===== src/rtl/multi_code_lock_core_pkg.sv =====
// Shared types and key constants for the multi-digit code lock.
package multi_code_lock_pkg;

    typedef enum logic [2:0] {
        ST_LOCKED   = 3'd0,
        ST_UNLOCKED = 3'd1,
        ST_NEW_CODE = 3'd2,
        ST_CONFIRM  = 3'd3,
        ST_LOCKOUT  = 3'd4
    } lock_state_t;

    localparam logic [3:0] KEY_CLEAR  = 4'hA;
    localparam logic [3:0] KEY_ENTER  = 4'hB;
    localparam logic [3:0] KEY_CHANGE = 4'hC;

    function automatic int unsigned max_u(input int unsigned a, input int unsigned b);
        return (a > b) ? a : b;
    endfunction

endpackage


===== src/rtl/multi_code_lock_core_if.sv =====
// Keypad input and lock status bundle between scanner, lock core and status display.
interface multi_code_lock_core_if #(
    parameter int unsigned DIGITS = 4
);
    import multi_code_lock_pkg::*;

    logic                         key_valid;
    logic [3:0]                   key_code;
    logic                         unlocked;
    logic                         locked_out;
    lock_state_t                  state;
    logic [4*DIGITS-1:0]          entry;
    logic [$clog2(DIGITS+1)-1:0]  entry_count;
    logic [3:0]                   tries_left;
    logic                         ok_pulse;
    logic                         err_pulse;

    modport master (
        output key_valid, key_code,
        input  unlocked, locked_out, state, entry, entry_count, tries_left, ok_pulse, err_pulse
    );

    modport slave (
        input  key_valid, key_code,
        output unlocked, locked_out, state, entry, entry_count, tries_left, ok_pulse, err_pulse
    );

endinterface


===== src/rtl/multi_code_lock_core_timer.sv =====
// Loadable down-counter; done is high while the count sits at 1, i.e. on the last timed cycle.
module lock_timer #(
    parameter int unsigned W = 8
) (
    input  logic         clk,
    input  logic         rst,
    input  logic         load,
    input  logic [W-1:0] load_val,
    output logic         done
);

    logic [W-1:0] count;

    always_ff @(posedge clk or posedge rst) begin
        if (rst)
            count <= '0;
        else if (load)
            count <= load_val;
        else if (count != '0)
            count <= count - W'(1);
    end

    assign done = (count == W'(1));

endmodule


===== src/rtl/multi_code_lock_core.sv =====
// Keypad code lock: entry shift register, code/temp registers, attempt counter and one shared timer.
module multi_code_lock_core
    import multi_code_lock_pkg::*;
#(
    parameter int unsigned         DIGITS         = 4,
    parameter logic [4*DIGITS-1:0] DEFAULT_CODE   = 16'h1234,
    parameter int unsigned         MAX_TRIES      = 3,
    parameter int unsigned         LOCKOUT_CYCLES = 125_000_000,
    parameter int unsigned         UNLOCK_CYCLES  = 625_000_000
) (
    input  logic                    clk,
    input  logic                    rst,
    multi_code_lock_core_if.slave   bus
);

    localparam int unsigned DW = 4 * DIGITS;
    localparam int unsigned CW = $clog2(DIGITS + 1);
    localparam int unsigned TW = $clog2(max_u(LOCKOUT_CYCLES, UNLOCK_CYCLES) + 1);

    lock_state_t   state, state_n;
    logic [DW-1:0] entry, entry_n, code, code_n, temp, temp_n;
    logic [CW-1:0] entry_count, count_n;
    logic [3:0]    tries_left, tries_n;
    logic          ok_q, err_q, ok_n, err_n;
    logic          unlocked_q, locked_out_q;
    logic          t_load, t_done;
    logic [TW-1:0] t_val;
    logic          full;

    lock_timer #(.W(TW)) u_timer (
        .clk      (clk),
        .rst      (rst),
        .load     (t_load),
        .load_val (t_val),
        .done     (t_done)
    );

    assign full = (entry_count == CW'(DIGITS));

    always_comb begin
        state_n = state;
        entry_n = entry;
        count_n = entry_count;
        code_n  = code;
        temp_n  = temp;
        tries_n = tries_left;
        ok_n    = 1'b0;
        err_n   = 1'b0;
        t_load  = 1'b0;
        t_val   = '0;

        // Expiry wins over a key arriving on the same cycle.
        if (t_done) begin
            state_n = ST_LOCKED;
            entry_n = '0;
            count_n = '0;
            if (state == ST_LOCKOUT)
                tries_n = 4'(MAX_TRIES);
            else
                temp_n = '0;
        end else if (bus.key_valid && state != ST_LOCKOUT) begin
            if (state != ST_LOCKED) begin
                t_load = 1'b1;
                t_val  = TW'(UNLOCK_CYCLES);
            end
            if (bus.key_code <= 4'h9) begin
                if (!full) begin
                    entry_n = (entry << 4) | DW'(bus.key_code);
                    count_n = entry_count + CW'(1);
                end
            end else if (bus.key_code == KEY_CLEAR) begin
                entry_n = '0;
                count_n = '0;
            end else if (bus.key_code == KEY_CHANGE) begin
                if (state == ST_UNLOCKED)
                    state_n = ST_NEW_CODE;
            end else if (bus.key_code == KEY_ENTER) begin
                entry_n = '0;
                count_n = '0;
                case (state)
                    ST_LOCKED: begin
                        if (full && entry == code) begin
                            ok_n    = 1'b1;
                            state_n = ST_UNLOCKED;
                            tries_n = 4'(MAX_TRIES);
                            t_load  = 1'b1;
                            t_val   = TW'(UNLOCK_CYCLES);
                        end else begin
                            err_n = 1'b1;
                            if (tries_left <= 4'd1) begin
                                tries_n = '0;
                                state_n = ST_LOCKOUT;
                                t_load  = 1'b1;
                                t_val   = TW'(LOCKOUT_CYCLES);
                            end else begin
                                tries_n = tries_left - 4'd1;
                            end
                        end
                    end
                    ST_UNLOCKED: begin
                        state_n = ST_LOCKED;
                        t_val   = '0;
                    end
                    ST_NEW_CODE: begin
                        if (full) begin
                            temp_n  = entry;
                            state_n = ST_CONFIRM;
                        end else begin
                            err_n = 1'b1;
                        end
                    end
                    ST_CONFIRM: begin
                        if (full && entry == temp) begin
                            code_n = temp;
                            ok_n   = 1'b1;
                        end else begin
                            err_n = 1'b1;
                        end
                        temp_n  = '0;
                        state_n = ST_UNLOCKED;
                    end
                    default: ;
                endcase
            end
        end
    end

    always_ff @(posedge clk or posedge rst) begin
        if (rst) begin
            state        <= ST_LOCKED;
            entry        <= '0;
            entry_count  <= '0;
            code         <= DEFAULT_CODE;
            temp         <= '0;
            tries_left   <= 4'(MAX_TRIES);
            ok_q         <= 1'b0;
            err_q        <= 1'b0;
            unlocked_q   <= 1'b0;
            locked_out_q <= 1'b0;
        end else begin
            state        <= state_n;
            entry        <= entry_n;
            entry_count  <= count_n;
            code         <= code_n;
            temp         <= temp_n;
            tries_left   <= tries_n;
            ok_q         <= ok_n;
            err_q        <= err_n;
            unlocked_q   <= (state_n == ST_UNLOCKED) || (state_n == ST_NEW_CODE) ||
                            (state_n == ST_CONFIRM);
            locked_out_q <= (state_n == ST_LOCKOUT);
        end
    end

    assign bus.state       = state;
    assign bus.entry       = entry;
    assign bus.entry_count = entry_count;
    assign bus.tries_left  = tries_left;
    assign bus.ok_pulse    = ok_q;
    assign bus.err_pulse   = err_q;
    assign bus.unlocked    = unlocked_q;
    assign bus.locked_out  = locked_out_q;

endmodule


===== src/flat_wrapper.sv =====
// flat-port wrapper written by rule: the top's interface ports become plain ports
module multi_code_lock_core_flat import multi_code_lock_pkg::*;
#(
    parameter int unsigned         DIGITS         = 4,
    parameter logic [4*DIGITS-1:0] DEFAULT_CODE   = 16'h1234,
    parameter int unsigned         MAX_TRIES      = 3,
    parameter int unsigned         LOCKOUT_CYCLES = 125_000_000,
    parameter int unsigned         UNLOCK_CYCLES  = 625_000_000
)
  (clk, rst, bus_key_valid, bus_key_code, bus_unlocked, bus_locked_out, bus_state, bus_entry, bus_entry_count, bus_tries_left, bus_ok_pulse, bus_err_pulse);
  multi_code_lock_core_if #(.DIGITS(DIGITS)) bus_i ();
  input  logic clk;
  input  logic rst;
  input wire logic [$bits(bus_i.key_valid)-1:0] bus_key_valid;
  input wire logic [$bits(bus_i.key_code)-1:0] bus_key_code;
  output wire logic [$bits(bus_i.unlocked)-1:0] bus_unlocked;
  output wire logic [$bits(bus_i.locked_out)-1:0] bus_locked_out;
  output wire logic [$bits(bus_i.state)-1:0] bus_state;
  output wire logic [$bits(bus_i.entry)-1:0] bus_entry;
  output wire logic [$bits(bus_i.entry_count)-1:0] bus_entry_count;
  output wire logic [$bits(bus_i.tries_left)-1:0] bus_tries_left;
  output wire logic [$bits(bus_i.ok_pulse)-1:0] bus_ok_pulse;
  output wire logic [$bits(bus_i.err_pulse)-1:0] bus_err_pulse;
  assign bus_i.key_valid = bus_key_valid;
  assign bus_i.key_code = bus_key_code;
  assign bus_unlocked = bus_i.unlocked;
  assign bus_locked_out = bus_i.locked_out;
  assign bus_state = bus_i.state;
  assign bus_entry = bus_i.entry;
  assign bus_entry_count = bus_i.entry_count;
  assign bus_tries_left = bus_i.tries_left;
  assign bus_ok_pulse = bus_i.ok_pulse;
  assign bus_err_pulse = bus_i.err_pulse;
  multi_code_lock_core #(.DIGITS(DIGITS), .DEFAULT_CODE(DEFAULT_CODE), .MAX_TRIES(MAX_TRIES), .LOCKOUT_CYCLES(LOCKOUT_CYCLES), .UNLOCK_CYCLES(UNLOCK_CYCLES)) u_core (.clk(clk), .rst(rst), .bus(bus_i));
endmodule

===== config.mk =====
export PLATFORM = sky130hd
export DESIGN_NAME = multi_code_lock_core_flat
export DESIGN_NICKNAME = d
export VERILOG_FILES = /design/src/rtl/multi_code_lock_core_pkg.sv /design/src/rtl/multi_code_lock_core_if.sv /design/src/rtl/multi_code_lock_core_timer.sv /design/src/rtl/multi_code_lock_core.sv /design/src/flat_wrapper.sv
export SDC_FILE = /design/constraint.sdc
export NUM_CORES = 1
export LEC_CHECK = 0
export CAP_MARGIN = 10
export CORE_MARGIN = 10
export CORE_UTILIZATION = 40
export CTS_CLUSTER_DIAMETER = 30
export CTS_CLUSTER_SIZE = 16
export DETAILED_ROUTE_END_ITERATION = 16
export PLACE_DENSITY_LB_ADDON = 0.1
export SYNTH_ARGS = -nofsm -noshare
export SYNTH_HDL_FRONTEND = slang
export SYNTH_SLANG_ARGS = --single-unit

===== constraint.sdc =====
create_clock -name clk -period 4.45 [get_ports clk]
set_clock_uncertainty 0.1 [all_clocks]
set_input_delay 0.89 -clock clk [delete_from_list [all_inputs] [get_ports clk]]
set_output_delay 0.89 -clock clk [all_outputs]
set_load 0.005 [all_outputs]

==> impl_metrics.tcl <==
set metrics [dict create \
    status "finished, final reports clean" \
    utilization_pct 47.4 \
    remaining_drc_errors 0 \
    num-fill-cells 1119 \
    yosysWarnings 0 \
    worst_skew_pair.late_latency_ns 0.35 \
    worst-path-max-fanout 16 \
    arrival_ns 3.56 \
    drive_gt1_share_pct 16.8 \
    powerDensity_nw_per_um2 581 \
    grtUsageMet2_pct 20.1 \
    groute.usage.overall_pct 14.7 \
    tightest_slew_ns 0.929 \
    hold_path.class "flip-flop to flip-flop" \
    drt-initial-drc-count 274 \
    multi_input_area_um2 2380 \
    grt_max_degree 52 \
    power.internal_mw 2.03 \
    final.period_utilization_pct 77.0 \
    switching_share_pct 38.0 \
    cts_max_path_buffers 2 \
    syn2layout_area_growth_pct 16.8 \
    p_sw_mw 1.25 \
    clkSlewWorstSetupHoldPaths_ns 0.06 \
    ios 37 \
    placed_area_um2 5370 \
    setup_violations 0 \
    hpwl_um 8230 \
    synthCells 442 \
    rsz0062_at_grt "false" \
    core_um2 11900 \
    grt_busiest_layer "met1" \
    final_antenna_net_count 0 \
    async_reset_ff_share_pct 100 \
    placement.io_buffers 36 \
    avgSynthCellArea_um2 10.9 \
    max-cap-violations 0 \
    start_kind "input port" \
    p_seq_share_pct 40.2 \
    finalInstanceArea_um2 5640 \
    cts_resized 0 \
    ys_ff_latch 92 \
    max-slew-margin-rel_pct 38.1 \
    r2r_slack_ns 1.38 \
    diodes 0 \
    h-tree-depth 3 \
    grt-ovfl-total 0 \
    die_height_um 130 \
    register_area_um2 2310 \
    antenna_found_initial 0 \
    gp_congestion 0.785 \
    grt_use_met1_pct 21.6 \
    wl_per_cell_um 18.4 \
    drt_pre_antenna_iters 4 \
    via_per_inst 5.68 \
    die_w_um 130 \
    seq_area_frac_synth_pct 47.8 \
    cp.required_ns 4.58 \
    tns_ns 0 \
    grt_util_met3_pct 3.49 \
    wirelength_um 11700 \
    max_freq_mhz 292 \
    end_kind "flip-flop" \
    numCtsBuffers 9 \
    finalNetCount 497 \
    setup_ws_ns 1.02 \
    cts_sinks 92 \
    syn_nets 455 \
    path_class "input port to flip-flop" \
    fp.dieArea_um2 16900 \
    rows 40 \
    irDropWorstVdd_v 0.000333 \
    power_leakage_nw 2.48 \
    tritoncts "done" \
    grt_pass1_vias 3614 \
    place_ws_ns 0.665 \
    post-route-min-period_ns 3.43 \
    synth-edff-count 0 \
    post-cts-setup-buffers 0 \
    pwr-share-comb_pct 38.0 \
    syn_area_um2 4830 \
    hold_viol 0 \
    drv_slew 0 \
    postCtsHoldBufs 0 \
    clkPwrFrac_pct 21.9 \
    grt_pass1_wl_um 19600 \
    start_util_pct 40.5 \
    ctsRootBufferMaster "clkbuf_16" \
    synth_ff_type "dfrtp_1" \
    synth.distinct_cells 59 \
    vias 3611 \
]
per-stage QoR:
| step | power (mW) | hold slack, ns | std cells |
|---|---|---|---|
| floorplan | 2.09 | 0.401 | 442 |
| global placement | 2.56 | 0.410 | 620 |
| detailed placement | 2.58 | 0.417 | 620 |
| CTS | 3.31 | 0.434 | 636 |
| global route | 3.53 | 0.450 | 636 |
| finish | 3.28 | 0.432 | 636 |
cell usage after synthesis, types with 4 or more instances:
master    number  area, um^2
nand3_1       11        55.1
inv_1         16        60.1
dfrtp_1       85        2130
nand2_1       15        56.3
a22o_1        16         140
nor3_1        16        80.1
nor4_1        18         113
dfstp_2        7         184
clkbuf_1       8        30.0
mux2_4        10         150
a21oi_1        8        40.0
xor2_1        35         307
nor3b_1        4        30.0
mux2i_1        4        40.0
xnor2_1       23         201
o21ai_0       13        65.1
ha_1           6        75.1
a22o_2        16         160
a211oi_1       6        45.0
nand4b_1       5        43.8
nand4_1        9        56.3
or3_1          5        31.3
mux2_2         7        78.8
nor2_1        32         120
buf_2          4        20.0
o22ai_1       11        68.8
a31oi_1        4        25.0
cell usage in the layout, fill, tap and decap left out, types with 13 or more instances in the layout:
cell type        instances
a22o_1                  16
a22o_2                  16
clkdlybuf4s50_1         36
dfrtp_1                 85
inv_1                   15
nand2_1                 15
nor2_1                  32
nor3_1                  16
nor4_1                  18
o21ai_0                 13
xnor2_1                 23
xor2_1                  35
logic make-up after synthesis:
family / count (synthesis) / share of synthesized area [%]
buffers and inverters: 31 / 2.90
adders and majority gates: 7 / 1.76
DFF: 92 / 47.8
AOI/OAI and AO/OA: 85 / 13.3
muxes: 21 / 5.57
and+or+nand+nor: 148 / 18.1
xor gates and xnor gates: 58 / 10.5
routing by layer:
metal  routed length [um]  vias to the layer above
met5                    0                        -
met4                  191                        0
met3                  672                       12
met2                 4810                       69
met1                 6040                     1813
li1                     -                     1717
worst paths after layout:
path / cells after the start / to / from
setup / recovery: 7 / u_core.code[14] / bus_key_code[1]
hold / removal: 1 / u_core.code[0] / u_core.code[0]
setup reg to reg: 7 / u_core.code[7] / u_core.u_timer.count[9]
hold reg to reg: 1 / u_core.code[0] / u_core.code[0]
max in group asynchronous: 3 / u_core.bus.tries_left[0] / rst
min in group asynchronous: 2 / u_core.temp[11] / rst
worst max-delay path, cell delays in order:
cell and delay [ns]:
clkdlybuf4s50_1 0.65, nand4b_1 0.30, nor3b_1 0.69, nand2_4 0.13
nor4_4 0.22, buf_4 0.31, mux2_2 0.37
flip-flops by register name, indices dropped and copies added, names as in the netlist:
register and cells:
u_core.code 16, u_core.bus.entry_count 3, u_core.bus.state 3, u_core.bus.err_pulse 1, u_core.bus.unlocked 1, u_core.temp 16, u_core.bus.locked_out 1, u_core.u_timer.count 30
u_core.bus.ok_pulse 1, u_core.bus.tries_left 4, u_core.bus.entry 16
cell type report:
type                    instances  share of cell area, %
clock buffers                  11                   4.30
clock inverters                 5                  0.510
well taps                     147                   3.26
inverters                      16                   1.09
repair buffers                 46                   7.72
multi-input cells             319                   42.2
flip-flops and latches         92                   41.0
power by group through the flow:
stage,registers [mW],clock network [mW],logic (mW)
after detailed placement,1.33,0,1.25
after global routing,1.36,0.772,1.40
after global placement,1.32,0,1.24
after floorplan,1.25,0,0.833
after CTS,1.32,0.739,1.25
final,1.32,0.717,1.25
Note: power is estimated with default switching activity, not from simulation.
==> patch 1, RTL diff (same settings) <==
`LOCKOUT_CYCLES` is set to 125_000_000 in 2 places; all go to 500_000_000.
--- a/src/rtl/multi_code_lock_core.sv
+++ b/src/rtl/multi_code_lock_core.sv
@@ -6,5 +6,5 @@
     parameter logic [4*DIGITS-1:0] DEFAULT_CODE   = 16'h1234,
     parameter int unsigned         MAX_TRIES      = 3,
-    parameter int unsigned         LOCKOUT_CYCLES = 125_000_000,
+    parameter int unsigned         LOCKOUT_CYCLES = 500_000_000,
     parameter int unsigned         UNLOCK_CYCLES  = 625_000_000
 ) (
--- a/src/flat_wrapper.sv
+++ b/src/flat_wrapper.sv
@@ -5,5 +5,5 @@
     parameter logic [4*DIGITS-1:0] DEFAULT_CODE   = 16'h1234,
     parameter int unsigned         MAX_TRIES      = 3,
-    parameter int unsigned         LOCKOUT_CYCLES = 125_000_000,
+    parameter int unsigned         LOCKOUT_CYCLES = 500_000_000,
     parameter int unsigned         UNLOCK_CYCLES  = 625_000_000
 )
Check against the original RTL: not settled (the Yosys comparison gave no result); the edit may change what the design does.
==> patch 1 against the original RTL <==
- area after synthesis is 1.1% lower
- utilization is 1.2 points higher
- fmax is 6.2% lower
- routed wire length is 1.4% lower
- sequential cell count stayed put
- cell area is 0.35% lower
- final cell count is 0.94% lower
- non-clock buffer count stayed put
- setup slack worse by 0.23 ns
Power is not compared: it rests on default switching activity, and its combinational part moved more than twofold at a synthesized area within 25%.
==> patch 1: results (changes against the original RTL) <==
Setup WS pre-CTS=0.831 ns (+0.166 ns); synth warn=0 (unchanged); Reg clk slew, reported paths=roughly 0.070 ns; drt total wl=11600 um (-1.4%); CTS buffer count=9 (unchanged); port bufs=36 (unchanged); placed cells=614 (-0.97%); final hold slack=0.433 ns (+0.000945 ns); RR Endpoint=u_core.code[10]; CP arrival=3.79 ns (+0.23 ns); postcts setup bufs=0 (unchanged); first-pass iteration count of the detailed router=4 (unchanged); drt via density=5.55 (-2.3%); layout cells sized above 1=12.7% (-4.0 points); Final HPWL DP=8040 um (-2.3%); status=complete, no violations; nets=495 (-0.40%); WL per Instance=18.3 um (-0.43%); hold depth=1 (unchanged); Lkg Pwr=2.43 nW; root buffer cell=clkbuf_16; Hold EP=u_core.code[14]; syn nets=458 (+0.66%); Largest Register=u_core.u_timer.count; htree depth=3 (unchanged); hold_sp=u_core.code[14]; Crit. Startpoint=u_core.u_timer.count[16]; Iter 0 DRT Violations=216 (-21%); area post-placement=5300 um^2 (-1.2%); GRT Resource Usage Total=14.6% (-0.094 points); ys async rst share=100% (unchanged); clk buf depth=2 (unchanged); CTS resizes=0 (unchanged); global-route wire length before repair=19400 um (-0.81%); FILL cells=1070 (-4.4%); max reg flops=30 (unchanged); area leader, netlist=dfrtp_1; Post-synth top cells=dfrtp_1, xnor2_1, a22o_1, nor2_1, nand2_1; vias in the first global route=3613 (-0.028%); CTS Hold Bufs=0 (unchanged); ant diodes=0 (unchanged); largest net degree at the start of global routing=53 (+1.9%); initial antenna violation count=0 (unchanged); Slew @ Worst Pin=0.907 ns (-0.0223 ns); Syn Inst Count=445 (+0.68%); area growth from synthesis to layout=17.7%; Synth area leaders=dfrtp_1, xnor2_1, a22o_1; routability congestion estimate=0.834 (+6.2%); Netlist cell types=58 (-1.7%); clk_lat worst skew=0.35 ns (about the same); Peak supply drop=0.178 mV; CP max FO=16 (unchanged); reg2reg setup slack=0.80 ns (-0.58 ns); min cycle time layout=3.65 ns (+0.225 ns); R2R cell count=6 (-1); worst hold path class=reg -> reg; register area share after synthesis=48.4% (+0.53 points)
## patch 1: cell types whose count changed after synthesis, moves of 6 or more
cell / change
clkbuf_1: +6
xnor2_1: +19
a22o_1: +16
a22o_2: -16
xor2_1: -18
nand2_1: +9
## patch 1: kinds of logic (layout without fill, tap and decap cells)
family | Yosys count | count (layout) | synth area share, %
adders and majority gates | 6 | 6 | 1.57
DFF | 92 | 92 | 48.4
AOI/OAI and AO/OA | 88 | 88 | 13.5
muxes | 20 | 20 | 5.68
and+or+nand+nor | 148 | 148 | 16.9
buffers and inverters | 32 | 74 | 3.17
xor gates and xnor gates | 59 | 59 | 10.8
## patch 1: worst max-delay path, stage by stage, from the launching register on
cell	delay [ns]
dfrtp_1	0.42
or4_4	0.57
or4_1	0.62
or4_1	0.77
and3_4	0.27
nand3_2	0.39
mux2_2	0.40
## patch 1: worst max path at each step
stage                                endpoint  cells past startpoint
after CTS                     u_core.code[11]                      6
after global routing          u_core.code[14]                      6
after global placement        u_core.code[14]                      6
after detailed placement      u_core.code[11]                      6
final                         u_core.code[10]                      6
after floorplan           u_core.bus.entry[0]                      1
## patch 1: power by group
part / leakage, nW / internal (mW) / switching (mW)
clock: 0.149 / 0.492 / 0.333
combinational: 1.08 / 0.181 / 0.180
sequential: 1.20 / 0.941 / 0.125
total: 2.43 / 1.62 / 0.639
## patch 1: area by class of cell
cell class / count / share of cell area, %
Clock buffer: 10 / 4.07
Clock inverter: 6 / 1.58
Sequential cell: 92 / 41.1
Inverter: 12 / 0.824
Tap cell: 143 / 3.18
Timing Repair Buffer: 46 / 7.75
Multi-Input combinational cell: 321 / 41.5
## patch 1: routing by layer
metal	GRT usage, %	share of wire, %
met2	22.0	46
met5	0	0
met1	19.6	48
met4	5.95	1.5
met3	3.71	4.3
==> patch 2, RTL diff (config.mk and constraints unchanged) <==
Made on the original files. Reset style: synchronous (`rst`), changed in 2 clocked blocks.
--- a/src/rtl/multi_code_lock_core_timer.sv
+++ b/src/rtl/multi_code_lock_core_timer.sv
@@ -12,5 +12,5 @@
     logic [W-1:0] count;
 
-    always_ff @(posedge clk or posedge rst) begin
+    always_ff @(posedge clk) begin
         if (rst)
             count <= '0;
--- a/src/rtl/multi_code_lock_core.sv
+++ b/src/rtl/multi_code_lock_core.sv
@@ -126,5 +126,5 @@
     end
 
-    always_ff @(posedge clk or posedge rst) begin
+    always_ff @(posedge clk) begin
         if (rst) begin
             state        <= ST_LOCKED;
Check against the original RTL: not settled (the Yosys comparison gave no result); the edit may change what the design does.
==> patch 2 against the original RTL <==
- sequential cell count is the same
- sequential power down 17%
- routed wire length is 3.0% higher
- first-iteration DRC count decreased by 1.8%
- sequential share of layout area decreased by 6.6 points
- clock power is 27% higher
- critical path depth up 1
- area after synthesis decreased by 5.2%
- non-clock buffer count decreased by 7
- total power fell by 8.4%
- setup slack better by 0.23 ns
- combinational power is 20% lower
- cell area down 5.0%
- largest power group unchanged
- highest routed layer unchanged
==> patch 2: results (changes against the original RTL) <==
Peak supply drop=0.346 mV (+3.9%); RR Endpoint=u_core.u_timer.count[11]; CP arrival=3.30 ns (-0.26 ns); ant diodes=0 (unchanged); status=complete, no violations; layout cells sized above 1=5.17% (-12 points); total number of vias=4084 (+13%); synth warn=0 (unchanged); Setup WS pre-CTS=0.994 ns (+0.329 ns); CP max FO=18 (+2); adder-cell share of the synthesized area=1.64% (-0.12 points); Netlist cell types=57 (-3.4%); post-synthesis xor/xnor area fraction=11.7% (+1.2 points); clk buf depth=2 (unchanged); Hold EP=u_core.temp[3]; area post-placement=5000 um^2 (-6.8%); R2R Path Start=u_core.u_timer.count[0]; Final Non-Filler Cells=723 (+14%); GRT Resource Usage Total=15.1% (+0.42 points); R2R cell count=8 (+1); Post-synth top cells=dfxtp_1, nor2_1, nand3_1, o21ai_0, nand2_1; drt total wl=12100 um (+3.0%); nets=588 (+18%); register area share after synthesis=40.2% (-7.6 points); CP Launch Type=flip-flop; hold_sp=u_core.temp[3]; Critical Path Slowest Stage Cell=nor4_1; first-pass iteration count of the detailed router=6 (+2); hold depth=2 (+1); vias in the first global route=3955 (+9.4%); Synth area leaders=dfxtp_1, xnor2_1, nand3_1; placed cells=707 (+14%); global-route wire length before repair=20100 um (+2.6%); post-synthesis mux area share=0.656% (-4.9 points); routability congestion estimate=0.826 (+5.2%); Iter 0 DRT Violations=269 (-1.8%); Final HPWL DP=8720 um (+5.9%); slew margin rel.=32.9% (-5.2 points); Top FF cell, synth=dfxtp_1; Avg Cell Area, Syn=8.25 um^2 (-25%); htree depth=3 (unchanged); ys async rst share=0% (-100 points); Synth Area in Compound Gates=16.3% (+3.0 points)
-- patch 2: cell count changes in the layout (fill, tap and decap cells not counted), moves of 24 or more --
cell / before / now
dfrtp_1: 85 / 0
dfxtp_1: 0 / 92
nand2_1: 15 / 45
nand3_1: 11 / 52
nor2_1: 32 / 56
o21ai_0: 13 / 52
-- patch 2: cell type report --
cell class / instances / area (um^2)
repair buffers: 39 / 383
clock inverters: 6 / 118
flip-flops and latches: 92 / 1840
multi-input cells: 424 / 2560
clock buffers: 10 / 239
inverters: 9 / 33.8
well taps: 143 / 179
fillers: 1103 / 5960
-- patch 2: layer usage --
metal,up-vias,wire length [um],global-route usage (%)
met5,-,0,0
li1,2008,-,-
met2,116,5490,23.8
met3,14,720,4.26
met1,1946,5620,19.3
met4,0,234,5.76
-- patch 2: how the worst max path moves through the flow --
stage | end | slack (ns) | cells past startpoint
final | u_core.u_timer.count[11] | 1.25 | 8
after global routing | u_core.u_timer.count[16] | 1.02 | 8
after floorplan | u_core.temp[10] | 1.86 | 7
after CTS | u_core.u_timer.count[11] | 1.22 | 8
after global placement | u_core.temp[5] | 1.05 | 5
after detailed placement | u_core.temp[2] | 0.99 | 5
-- patch 2: kinds of logic (layout without fill, tap and decap cells) --
| kind of cell | after synthesis | count (layout) |
|---|---|---|
| AOI/OAI and AO/OA | 125 | 125 |
| xor gates and xnor gates | 61 | 61 |
| adders and majority gates | 6 | 6 |
| buffers and inverters | 39 | 64 |
| DFF | 92 | 92 |
| muxes | 3 | 3 |
| and+or+nand+nor | 229 | 229 |
-- patch 2: where the power goes --
| part | internal [mW] | switching, mW |
|---|---|---|
| Combinational | 0.424 | 0.570 |
| Sequential | 0.956 | 0.145 |
| Clock | 0.570 | 0.340 |
